[config.mk]
export PLATFORM = sky130hd
export DESIGN_NAME = bcd_countdown_timer
export DESIGN_NICKNAME = d
export VERILOG_FILES = /design/src/rtl/bcd_timer_pkg.sv /design/src/rtl/bcd_digit_down.sv /design/src/rtl/bcd_countdown_timer.sv
export SDC_FILE = /design/constraint.sdc
export NUM_CORES = 1
export LEC_CHECK = 0
export ABC_AREA = 1
export CAP_MARGIN = 20
export CORE_AREA = 2 2 87 89
export CTS_BUF_LIST = sky130_fd_sc_hd__clkbuf_16
export DETAILED_ROUTE_END_ITERATION = 6
export DIE_AREA = 0 0 89 91
export PLACE_DENSITY_LB_ADDON = 0.05
export SYNTH_ARGS = -nofsm -noshare
export SYNTH_HDL_FRONTEND = slang
export SYNTH_HIERARCHICAL = 1
export SYNTH_SLANG_ARGS = --single-unit
[constraint.sdc]
create_clock -name clk -period 1.88 [get_ports clk]
set_input_delay 0.188 -clock clk [delete_from_list [all_inputs] [get_ports clk]]
set_output_delay 0.188 -clock clk [all_outputs]
set_load 0.02 [all_outputs]
[src/rtl/bcd_timer_pkg.sv]
// Shared definitions for the BCD countdown timer.
//   state_e      : controller states (IDLE, RUN, PAUSE, DONE)
//   BCD_MAX      : largest legal BCD digit value (9)
//   presc_width  : bits needed for a prescaler counting 0..tick_div-1
//   bcd_clamp    : limits a loaded nibble to a legal BCD digit
package bcd_timer_pkg;

    typedef enum logic [1:0] {
        ST_IDLE  = 2'd0,
        ST_RUN   = 2'd1,
        ST_PAUSE = 2'd2,
        ST_DONE  = 2'd3
    } state_e;

    localparam logic [3:0] BCD_MAX = 4'd9;

    function automatic int presc_width(input int tick_div);
        return (tick_div <= 2) ? 1 : $clog2(tick_div);
    endfunction

    function automatic logic [3:0] bcd_clamp(input logic [3:0] d);
        return (d > BCD_MAX) ? BCD_MAX : d;
    endfunction

endpackage

[src/rtl/bcd_digit_down.sv]
// One BCD digit that counts down with borrow.
//   clk, clr_n : clock and asynchronous active-low reset
//   load       : capture load_val (clamped to 9)
//   load_val   : digit to load
//   dec_en     : decrement this cycle (0 wraps to 9 with borrow)
//   digit      : registered digit value
//   borrow     : dec_en while the digit is 0 (enables the next digit)
//   zero       : digit is currently 0
module bcd_digit_down
    import bcd_timer_pkg::*;
(
    input  logic       clk,
    input  logic       clr_n,
    input  logic       load,
    input  logic [3:0] load_val,
    input  logic       dec_en,
    output logic [3:0] digit,
    output logic       borrow,
    output logic       zero
);

    logic [3:0] digit_q;
    logic [3:0] digit_d;

    assign zero   = (digit_q == 4'd0);
    assign borrow = dec_en && zero;
    assign digit  = digit_q;

    always_comb begin
        // NOTE: default assignment first so every path drives digit_d (no latch).
        digit_d = digit_q;
        if (load) begin
            digit_d = bcd_clamp(load_val);
        end else if (dec_en) begin
            digit_d = zero ? BCD_MAX : digit_q - 4'd1;
        end
    end

    // NOTE: clocked state uses non-blocking assignments and a full async reset.
    always_ff @(posedge clk or negedge clr_n) begin
        if (!clr_n) digit_q <= 4'd0;
        else        digit_q <= digit_d;
    end

endmodule

[src/rtl/bcd_countdown_timer.sv]
// Two-digit BCD countdown timer with load / start / pause controls.
//   TICK_DIV : clk cycles per count-down step (>= 2)
//   clk      : system clock, clr_n : asynchronous active-low reset
//   load     : load in_tens/in_ones (clamped to 9) and go idle
//   start    : begin from IDLE (nonzero count) or resume from PAUSE
//   pause    : hold count and prescaler while running
//   tens/ones: registered BCD digits
//   running  : registered, high while in RUN
//   done     : one-cycle pulse when the count reaches 00
module bcd_countdown_timer
    import bcd_timer_pkg::*;
#(
    parameter int TICK_DIV = 50000000
) (
    input  logic       clk,
    input  logic       clr_n,
    input  logic       load,
    input  logic       start,
    input  logic       pause,
    input  logic [3:0] in_tens,
    input  logic [3:0] in_ones,
    output logic [3:0] tens,
    output logic [3:0] ones,
    output logic       running,
    output logic       done
);

    localparam int PW = presc_width(TICK_DIV);
    localparam logic [PW-1:0] PRESC_LAST = PW'(TICK_DIV - 1);

    state_e        state_q,   state_d;
    logic [PW-1:0] presc_q,   presc_d;
    logic          running_q, running_d;
    logic          done_q,    done_d;

    logic tick;
    logic step_en;
    logic last_step;
    logic ones_borrow, ones_zero, tens_zero;
    logic tens_borrow_unused;

    // Tick is a clock enable; load and pause both pre-empt it in the same cycle.
    assign tick      = (state_q == ST_RUN) && (presc_q == PRESC_LAST);
    assign step_en   = tick && !load && !pause;
    assign last_step = step_en && tens_zero && (ones == 4'd1);

    bcd_digit_down u_ones (
        .clk      (clk),
        .clr_n    (clr_n),
        .load     (load),
        .load_val (in_ones),
        .dec_en   (step_en),
        .digit    (ones),
        .borrow   (ones_borrow),
        .zero     (ones_zero)
    );

    // Tens never borrows: the controller leaves RUN as the count reaches 00.
    bcd_digit_down u_tens (
        .clk      (clk),
        .clr_n    (clr_n),
        .load     (load),
        .load_val (in_tens),
        .dec_en   (ones_borrow),
        .digit    (tens),
        .borrow   (tens_borrow_unused),
        .zero     (tens_zero)
    );

    always_comb begin
        state_d = state_q;
        presc_d = presc_q;
        done_d  = 1'b0;
        if (load) begin
            state_d = ST_IDLE;
            presc_d = '0;
        end else if (pause && state_q == ST_RUN) begin
            state_d = ST_PAUSE;
        end else begin
            unique case (state_q)
                ST_IDLE: begin
                    if (start && !(tens_zero && ones_zero)) begin
                        state_d = ST_RUN;
                        presc_d = '0;
                    end
                end
                ST_PAUSE: begin
                    // Resume keeps the held prescaler phase.
                    if (start) state_d = ST_RUN;
                end
                ST_RUN: begin
                    presc_d = tick ? '0 : presc_q + PW'(1);
                    if (last_step) begin
                        state_d = ST_DONE;
                        done_d  = 1'b1;
                    end
                end
                ST_DONE: ;
                default: state_d = ST_IDLE;
            endcase
        end
        running_d = (state_d == ST_RUN);
    end

    always_ff @(posedge clk or negedge clr_n) begin
        if (!clr_n) begin
            state_q   <= ST_IDLE;
            presc_q   <= '0;
            running_q <= 1'b0;
            done_q    <= 1'b0;
        end else begin
            state_q   <= state_d;
            presc_q   <= presc_d;
            running_q <= running_d;
            done_q    <= done_d;
        end
    end

    assign running = running_q;
    assign done    = done_q;

endmodule

== Yosys cells after proc, flatten, opt, wreduce, memory -nomap -nowiden ==
Cells that the tools add are included.

* Register bits: 38
* Bits of input ports: 13
* Output and inout port bits: 10
* Logic and storage cells: 60

* $add $sub $neg: 3
* Magnitude comparators: 2
* Equal/unequal tests: 7
* Multiplexer cells: 23
* Reductions and logical operators: 19

{| class="wikitable"
|+ Operators with widths
! kind !! number
|-
| $mux 26 || 4
|-
| $pmux 26 s2 || 1
|-
| $mux 4 || 8
|-
| $add 26x1->26 const B || 1
|-
| $eq 26x26->1 const B || 1
|-
| $mux 2 || 5
|-
| $logic_and 1x1->1 || 9
|-
| $gt 4x4->1 const B || 2
|-
| $logic_not 4->1 || 2
|-
| $sub 4x1->4 const B || 2
|-
| $pmux 2 s3 || 1
|-
| $eq 2x1->1 const B || 2
|-
| $eq 4x1->1 const B || 1
|-
| $mux 1 || 4
|-
| $reduce_bool 2->1 || 2
|-
| $logic_not 1->1 || 3
|-
| $ne 3x3->1 const B || 1
|-
| $reduce_and 3->1 || 1
|-
| $reduce_bool 3->1 || 1
|-
| $eq 2x2->1 const B || 1
|-
| $logic_not 2->1 || 1
|-
| $ne 2x2->1 const B || 1
|}

== Depth between registers and ports, before layout ==
Gate-level depths: netlist (run 1).

* Depth in word-level cells: 11
* Depth in mapped cells: 13
* Gate-level depth less buffers: 13

== By module ==
The synthesis (run 1) kept the hierarchy.

{| class="wikitable"
|+ By module, submodules not included
! module !! times used !! cells each !! area an instance (um2) !! seq. area each (um2)
|-
| bcd_countdown_timer || 1 || 278 || 1906.8 || 750.7
|-
| bcd_digit_down || 2 || 43 || 274.0 || 100.1
|}

== Least setup slack after synthesis (run 1) ==
Ideal clock, no wire load.

* Path kind: register -> register
* Start point: register presc_q[1]
* End point: register u_tens.digit_q[0] (netlist: u_tens/digit[0])
* Setup time: 0.065 ns
* Arrival: 1.674 ns
* Required time: 1.815 ns
* Path slack: 0.141 ns
* Cell stages (with the launch flop): 14
* Path buffers: 0
* Clock period less this slack: 1.739 ns
* Cells stage by stage: dfrtp_1 > ha_1 > nand2_2 > nor2_4 > nand2_2 > nor2_4 > nand3_1 > inv_1 > inv_1 > nor2_1 > inv_1 > o21ai_0 > nand2_1 > nand2_1

* Cells in the longest elaborated chain, start to end: 6

{| class="wikitable"
|+ Ends and longest elaborated chain
! item !! RTL line !! RTL
|-
| start, declared || bcd_countdown_timer.sv:32 || <nowiki>logic [PW-1:0] presc_q, presc_d;</nowiki>
|-
| start signal, assigned || bcd_countdown_timer.sv:113 || <nowiki>presc_q <= presc_d;</nowiki>
|-
| $eq 26x26->1 || bcd_countdown_timer.sv:43 || <nowiki>assign tick = (state_q == ST_RUN) && (presc_q == PRESC_LAST);</nowiki>
|-
| $logic_and 1x1->1 || bcd_countdown_timer.sv:43 ||
|-
| $logic_and 1x1->1 (2 in series) || bcd_countdown_timer.sv:44 || <nowiki>assign step_en = tick && !load && !pause;</nowiki>
|-
| named net step_en || bcd_countdown_timer.sv:37 || <nowiki>logic step_en;</nowiki>
|-
| $logic_and 1x1->1 || bcd_digit_down.sv:26 || <nowiki>assign borrow = dec_en && zero;</nowiki>
|-
| named net ones_borrow || bcd_countdown_timer.sv:39 || <nowiki>logic ones_borrow, ones_zero, tens_zero;</nowiki>
|-
| $reduce_bool 2->1 (no source line) || - ||
|-
| end signal, assigned || bcd_digit_down.sv:42 || <nowiki>else digit_q <= digit_d;</nowiki>
|-
| end, declared || bcd_digit_down.sv:22 || <nowiki>logic [3:0] digit_q;</nowiki>
|}

The timed path passes the listed nets, and every way through them passes these cells.
A chain may end at the register's enable or synchronous reset.

== Worst setup path in the final report (run 1) ==
* Start point: register u_tens.digit_q[2] (netlist: u_tens/digit[2])
* End point: register presc_q[23]

* Cells in the longest elaborated chain, start to end: 6

{| class="wikitable"
|+ Ends and longest elaborated chain
! item !! RTL line !! RTL
|-
| $logic_not 4->1 || bcd_digit_down.sv:25 || <nowiki>assign zero = (digit_q == 4'd0);</nowiki>
|-
| named net tens_zero || bcd_countdown_timer.sv:39 ||
|-
| $logic_and 1x1->1 || bcd_countdown_timer.sv:82 || <nowiki>if (start && !(tens_zero && ones_zero)) begin</nowiki>
|-
| $logic_not 1->1 || bcd_countdown_timer.sv:82 ||
|-
| $logic_and 1x1->1 || bcd_countdown_timer.sv:82 ||
|-
| $ne 3x3->1 (no source line) || - ||
|-
| $reduce_and 3->1 (no source line) || - ||
|}

The timed path passes the listed nets, and every way through them passes these cells.

==> out/metrics.cfg, run 1 <==
[setup_path]
critPathKind = flip-flop to flip-flop
ff2ff_path_depth = 11
critPathLaunchType = flip-flop
cp.arrival_ns = 1.86
crit_required_ns = 2.05
setup.worst_path.end_class = flip-flop
cp_max_fo = 8

[global_routing]
grt_use_met2_pct = 28.17
grt_overflow = 0
grt_max_degree = 39
grt_pass1_vias = 2403
grt_pass1_wl_mm = 11.41
grt_use_met3_pct = 3.364
grt.met1_usage_pct = 25.36
antenna_found_initial = 0
grt_usage_pct = 18.01
busiest_layer = met2

[timing]
drv_slew = 0
setup_ws_ns = 0.1903
hold_violations = 0
period_minus_slack_ns = 1.690
max_freq_ghz = 0.5918
max_slew.worst_pin.slew_ns = 0.5208
fin_crit_sh_pct = 89.88
relSlewSlack_pct = 65.28
finClkSkew_ns = 0.005105
finalSetupViolCount = 0

[layout]
final_nets = 447
stdcell_count = 533
multiInputGateArea_um2 = 1272
synthToLayoutAreaGrowth_pct = 33.84
drive_above_1_share_pct = 20.74
n_antenna_cell = 0
fill_cells = 758
seq_area_um2 = 950.9

[yosys]
netlist_instances = 363
syn-num-nets = 377
syn_area_um2 = 2451
synth_area_per_cell_um2 = 6.752
ys_warn_count = 6

[floorplan]
die_w_um = 89
die_h_um = 91
core_region_area_um2 = 7137
io_pins = 23
placementRows = 31
start_util_pct = 34.34
die_area_um2 = 8099

[place]
dp_cells = 523
io_buffers = 22
hpwl_mm = 4.942
dp_slack_ns = 0.04610
gp_congestion = 0.8857

[clocking]
cts_root_buffer = clkbuf_16
clockBufferDepth = 2
cts_buffers = 5
cts.sinks = 38
clkLatencyLatePin_ns = 0.28
cts_tree = yes
cts_max_level = 2
clk_pin_slew_ns = 0.06

[power_and_ir_drop]
leakagePower_nw = 1.520
power_density_nw_per_um2 = 665.2
peakVddDrop_v = 0.0003441

[status]
outcome = finished, final reports clean

[detailed_routing]
avgViaCountPerCell = 4.604
num_vias = 2454
dr.pass1.iters = 4
routed_wl_mm = 6.522
drc = 0
postRouteAntennaNets = 0
drtIter0Drc = 126
wl_per_cell_um = 12.24

[flow_run]
cap_violations = 0

[worst_hold_path]
hold_class = input port to asynchronous set/reset pin

registers in the layout (all words and copies together) (netlist names):
signal        cells
state_q           2
running           1
u_ones/digit      4
u_tens/digit      4
done              1
presc_q          26
final cells by class:
| cell class | count | share of cell area [%] |
|---|---|---|
| Sequential cell | 38 | 28.99 |
| Inverter | 60 | 6.941 |
| Multi-Input combinational cell | 261 | 38.79 |
| Clock inverter | 3 | 0.3814 |
| Clock buffer | 5 | 3.814 |
| Timing Repair Buffer | 67 | 17.32 |
| Tap cell | 99 | 3.776 |
worst max-delay path: stages, from the launching register on:
cell and delay (ns):
dfrtp_1 0.39, nor2_2 0.16, nand2_1 0.08, inv_1 0.09, nand4_1 0.14, nand2_2 0.12, nand2_4 0.09, buf_4 0.17
nand3b_1 0.14, nor2_1 0.06, nor2_1 0.09, nor2_1 0.04
layout by cell type, fill, tap and decap left out, types with 13 or more instances in the layout:
master	n
a21oi_1	20
buf_4	43
clkdlybuf4s50_1	21
dfrtp_1	38
inv_1	58
nand2_1	83
nand2_2	13
nand3_1	22
nor2_1	53
o21ai_0	14
timing repair:
item | in CTS | in global routing
setup buffers | 0 | 1
endpoints found under the hold margin | 30 | 0
resized for setup | 0 | 14
hold buffers | 1 | 0
setup endpoints to repair | 0 | 30
path summary, 6_finish.rpt:
check	from	end	slack, ns
max	u_tens/digit[2]	presc_q[23]	0.19
min	clr_n	presc_q[5]	0.50
max reg2reg	u_tens/digit[2]	presc_q[23]	0.19
min reg2reg	presc_q[6]	presc_q[6]	0.54
max in group asynchronous	clr_n	presc_q[15]	1.02
min in group clk	presc_q[6]	presc_q[6]	0.54
where the power goes:
group          internal (mW)  switching [mW]
Combinational          0.224           0.258
Clock                  0.480           0.337
Sequential             0.856          0.0274
Total                   1.56           0.622
per-stage QoR:
step                      util (%)  cell area, um^2  hold WS (ns)  power (mW)  setup TNS (ns)
after detailed placement     43.36             3094        0.2934       1.369               0
after floorplan                  -             2451       -0.1076       1.122               0
after global placement       43.36             3094        0.2980       1.373               0
final                        45.97             3281        0.4982       2.182               0
after global routing         45.97             3281        0.5756       2.299        -0.01333
after CTS                    45.42             3242        0.5289       2.204               0
metal layers:
metal  vias to the layer above  share of wire (%)
met3                         7                4.6
li1                       1281                  -
met1                      1115                 47
met5                         -                  0
met2                        51                 47
met4                         0                1.3
No activity file was read; power rests on OpenSTA's default activity.
==> run 2: changes to the inputs <==
--- a/config.mk
+++ b/config.mk
@@ -11,7 +11,9 @@
 export CTS_BUF_LIST = sky130_fd_sc_hd__clkbuf_16
 export DETAILED_ROUTE_END_ITERATION = 6
 export DIE_AREA = 0 0 89 91
+export MAX_ROUTING_LAYER = met4
 export PLACE_DENSITY_LB_ADDON = 0.05
+export SKIP_LAST_GASP = 1
 export SYNTH_ARGS = -nofsm -noshare
 export SYNTH_HDL_FRONTEND = slang
 export SYNTH_HIERARCHICAL = 1
==> run 2 against run 1 <==
Compared with the run above:
- cell count unchanged
- die area unchanged
- core utilization stayed put
- clock skew hardly changed
- clock-buffer cell count did not move
- combinational power about the same
- sequential power barely moved
==> out/metrics.cfg, run 2 (synthesis results as in run 1) <==
[layout]
final_common_cell = nand2_1
n_antenna_cell = 0  ; unchanged
drive_above_1_share_pct = 20.74  ; unchanged
final_nets = 447  ; unchanged
fin_area_um2 = 3281  ; unchanged
synthToLayoutAreaGrowth_pct = 33.84  ; unchanged
layout_common_cells = nand2_1, inv_1, nor2_1
regMostFlops = presc_q
stdcell_count = 533  ; unchanged
largest_reg_flops = 26  ; unchanged

[detailed_routing]
routed_wl_mm = 6.515  ; -0.11%
dr.pass1.iters = 4  ; unchanged
num_vias = 2434  ; -0.81%
wl_per_cell_um = 12.22  ; -0.11%
avgViaCountPerCell = 4.567  ; -0.81%
postRouteAntennaNets = 0  ; unchanged
drc = 0  ; unchanged
drtIter0Drc = 126  ; unchanged

[timing]
max_slew.worst_pin.slew_ns = 0.5200  ; -0.0007911 ns
max_freq_ghz = 0.5941  ; +0.38%
drv_slew = 0  ; unchanged
relSlewSlack_pct = 65.34  ; about the same
whs_ns = 0.4996  ; +0.001406 ns
finalSetupViolCount = 0  ; unchanged
setup_ws_ns = 0.1968  ; +0.006437 ns
hold_violations = 0  ; unchanged
finClkSkew_ns = 0.004952  ; -0.0001535 ns
tns_ns = 0  ; unchanged
fin_crit_sh_pct = 89.53  ; -0.34 points
period_minus_slack_ns = 1.683  ; -0.006437 ns

[flow_run]
cap_violations = 0  ; unchanged

[setup_path]
critPathLaunchType = flip-flop
cp_max_fo = 8  ; unchanged
setup.worst_path.end_class = flip-flop
critPathKind = flip-flop to flip-flop
crit_required_ns = 2.05  ; about the same
cp.arrival_ns = 1.86  ; about the same

[floorplan]
die_area_um2 = 8099  ; unchanged
io_pins = 23  ; unchanged
die_w_um = 89  ; unchanged
start_util_pct = 34.34  ; unchanged
die_h_um = 91  ; unchanged
placementRows = 31  ; unchanged
core_region_area_um2 = 7137  ; unchanged

[place]
hpwl_mm = 4.942  ; unchanged
io_buffers = 22  ; unchanged
gp_congestion = 0.9005  ; +1.7%
dp_cells = 523  ; unchanged
post_dp_cell_area_um2 = 3094  ; unchanged
dp_slack_ns = 0.04610  ; unchanged

[clocking]
cts_buffers = 5  ; unchanged
clockBufferDepth = 2  ; unchanged
cts_tree = yes
clk_pin_slew_ns = 0.06  ; about the same
clkLatencyLatePin_ns = 0.28  ; about the same
cts_root_buffer = clkbuf_16
cts_max_level = 2  ; unchanged
cts.sinks = 38  ; unchanged

[power_and_ir_drop]
leakagePower_nw = 1.520  ; unchanged
peakVddDrop_v = 0.0003400  ; -1.2%
power_density_nw_per_um2 = 664.4  ; -0.13%

[global_routing]
grt_pass1_vias = 2401  ; -0.083%
grt_usage_pct = 18.54  ; +0.53 points
grt_overflow = 0  ; unchanged
grt_max_degree = 39  ; unchanged
antenna_found_initial = 0  ; unchanged
grt_pass1_wl_mm = 11.44  ; +0.25%

[status]
outcome = finished, final reports clean

[worst_hold_path]
hold_class = input port to asynchronous set/reset pin

run 2: cell counts in the layout (fill, tap and decap cells not counted):
Identical to the previous run, type by type.
run 2: critical path: stages, from the launching register on:
cell and delay (ns):
dfrtp_1 0.39, nor2_2 0.16, nand2_1 0.08, inv_1 0.09, nand4_1 0.14, nand2_2 0.12, nand2_4 0.09, buf_4 0.17
nand3b_1 0.14, nor2_1 0.06, nor2_1 0.09, nor2_1 0.04
run 2: layout make-up:
cell class                 instances  area (um^2)
clock buffer                       5        125.1
timing repair buffer              67        568.0
clock inverter                     3        12.51
multi-input combinational        261         1272
tap                               99        123.9
inverter                          60        227.7
fill                             758         3856
sequential                        38        950.9
run 2: what timing repair did:
item                                   CTS  global route
buffers inserted                         0             1
setup endpoints to repair                0            31
hold buffers                             1             0
endpoints found under the hold margin   30             0
gates resized for setup                  0            14
run 2: worst paths after layout:
| check | startpoint | endpoint | slack (ns) | cells past startpoint |
|---|---|---|---|---|
| min in group clk | presc_q[6] | presc_q[6] | 0.54 | 2 |
| max | u_tens/digit[2] | presc_q[23] | 0.20 | 11 |
| max in group asynchronous | clr_n | presc_q[15] | 1.02 | 3 |
| max reg2reg | u_tens/digit[2] | presc_q[23] | 0.20 | 11 |
| min | clr_n | presc_q[5] | 0.50 | 3 |
| min reg2reg | presc_q[6] | presc_q[6] | 0.54 | 2 |
run 2: layer usage:
metal / track usage [%] / part of all wire [%] / wire length (um) / vias to the layer above
met5: - / 0 / 0 / -
met3: 3.182 / 3.8 / 246 / 5
met2: 28.05 / 47 / 3092 / 40
met1: 25.70 / 48 / 3109 / 1108
li1: - / - / - / 1281
met4: 4.851 / 1.0 / 67 / 0
run 2: stage by stage:
| step | power, mW | util [%] |
|---|---|---|
| finish | 2.180 | 45.97 |
| global route | 2.300 | 45.97 |
| CTS | 2.204 | 45.42 |
| detailed placement | 1.369 | 43.36 |
| global placement | 1.373 | 43.36 |
| floorplan | 1.122 | - |
run 2: where the power goes:
part | switching [mW] | leakage [nW] | internal, mW
logic | 0.257 | 0.938 | 0.224
clock network | 0.335 | 0.0724 | 0.480
registers | 0.0274 | 0.510 | 0.856
total | 0.620 | 1.52 | 1.56
==> run 3: changes to the inputs <==
--- a/config.mk
+++ b/config.mk
@@ -6,6 +6,7 @@
 export NUM_CORES = 1
 export LEC_CHECK = 0
 export ABC_AREA = 1
+export ABC_CLOCK_PERIOD_IN_PS = 1880
 export CAP_MARGIN = 20
 export CORE_AREA = 2 2 87 89
 export CTS_BUF_LIST = sky130_fd_sc_hd__clkbuf_16
==> results of run 3 <==
Same layout as run 2: the final DEF is identical, and so are final timing and power.
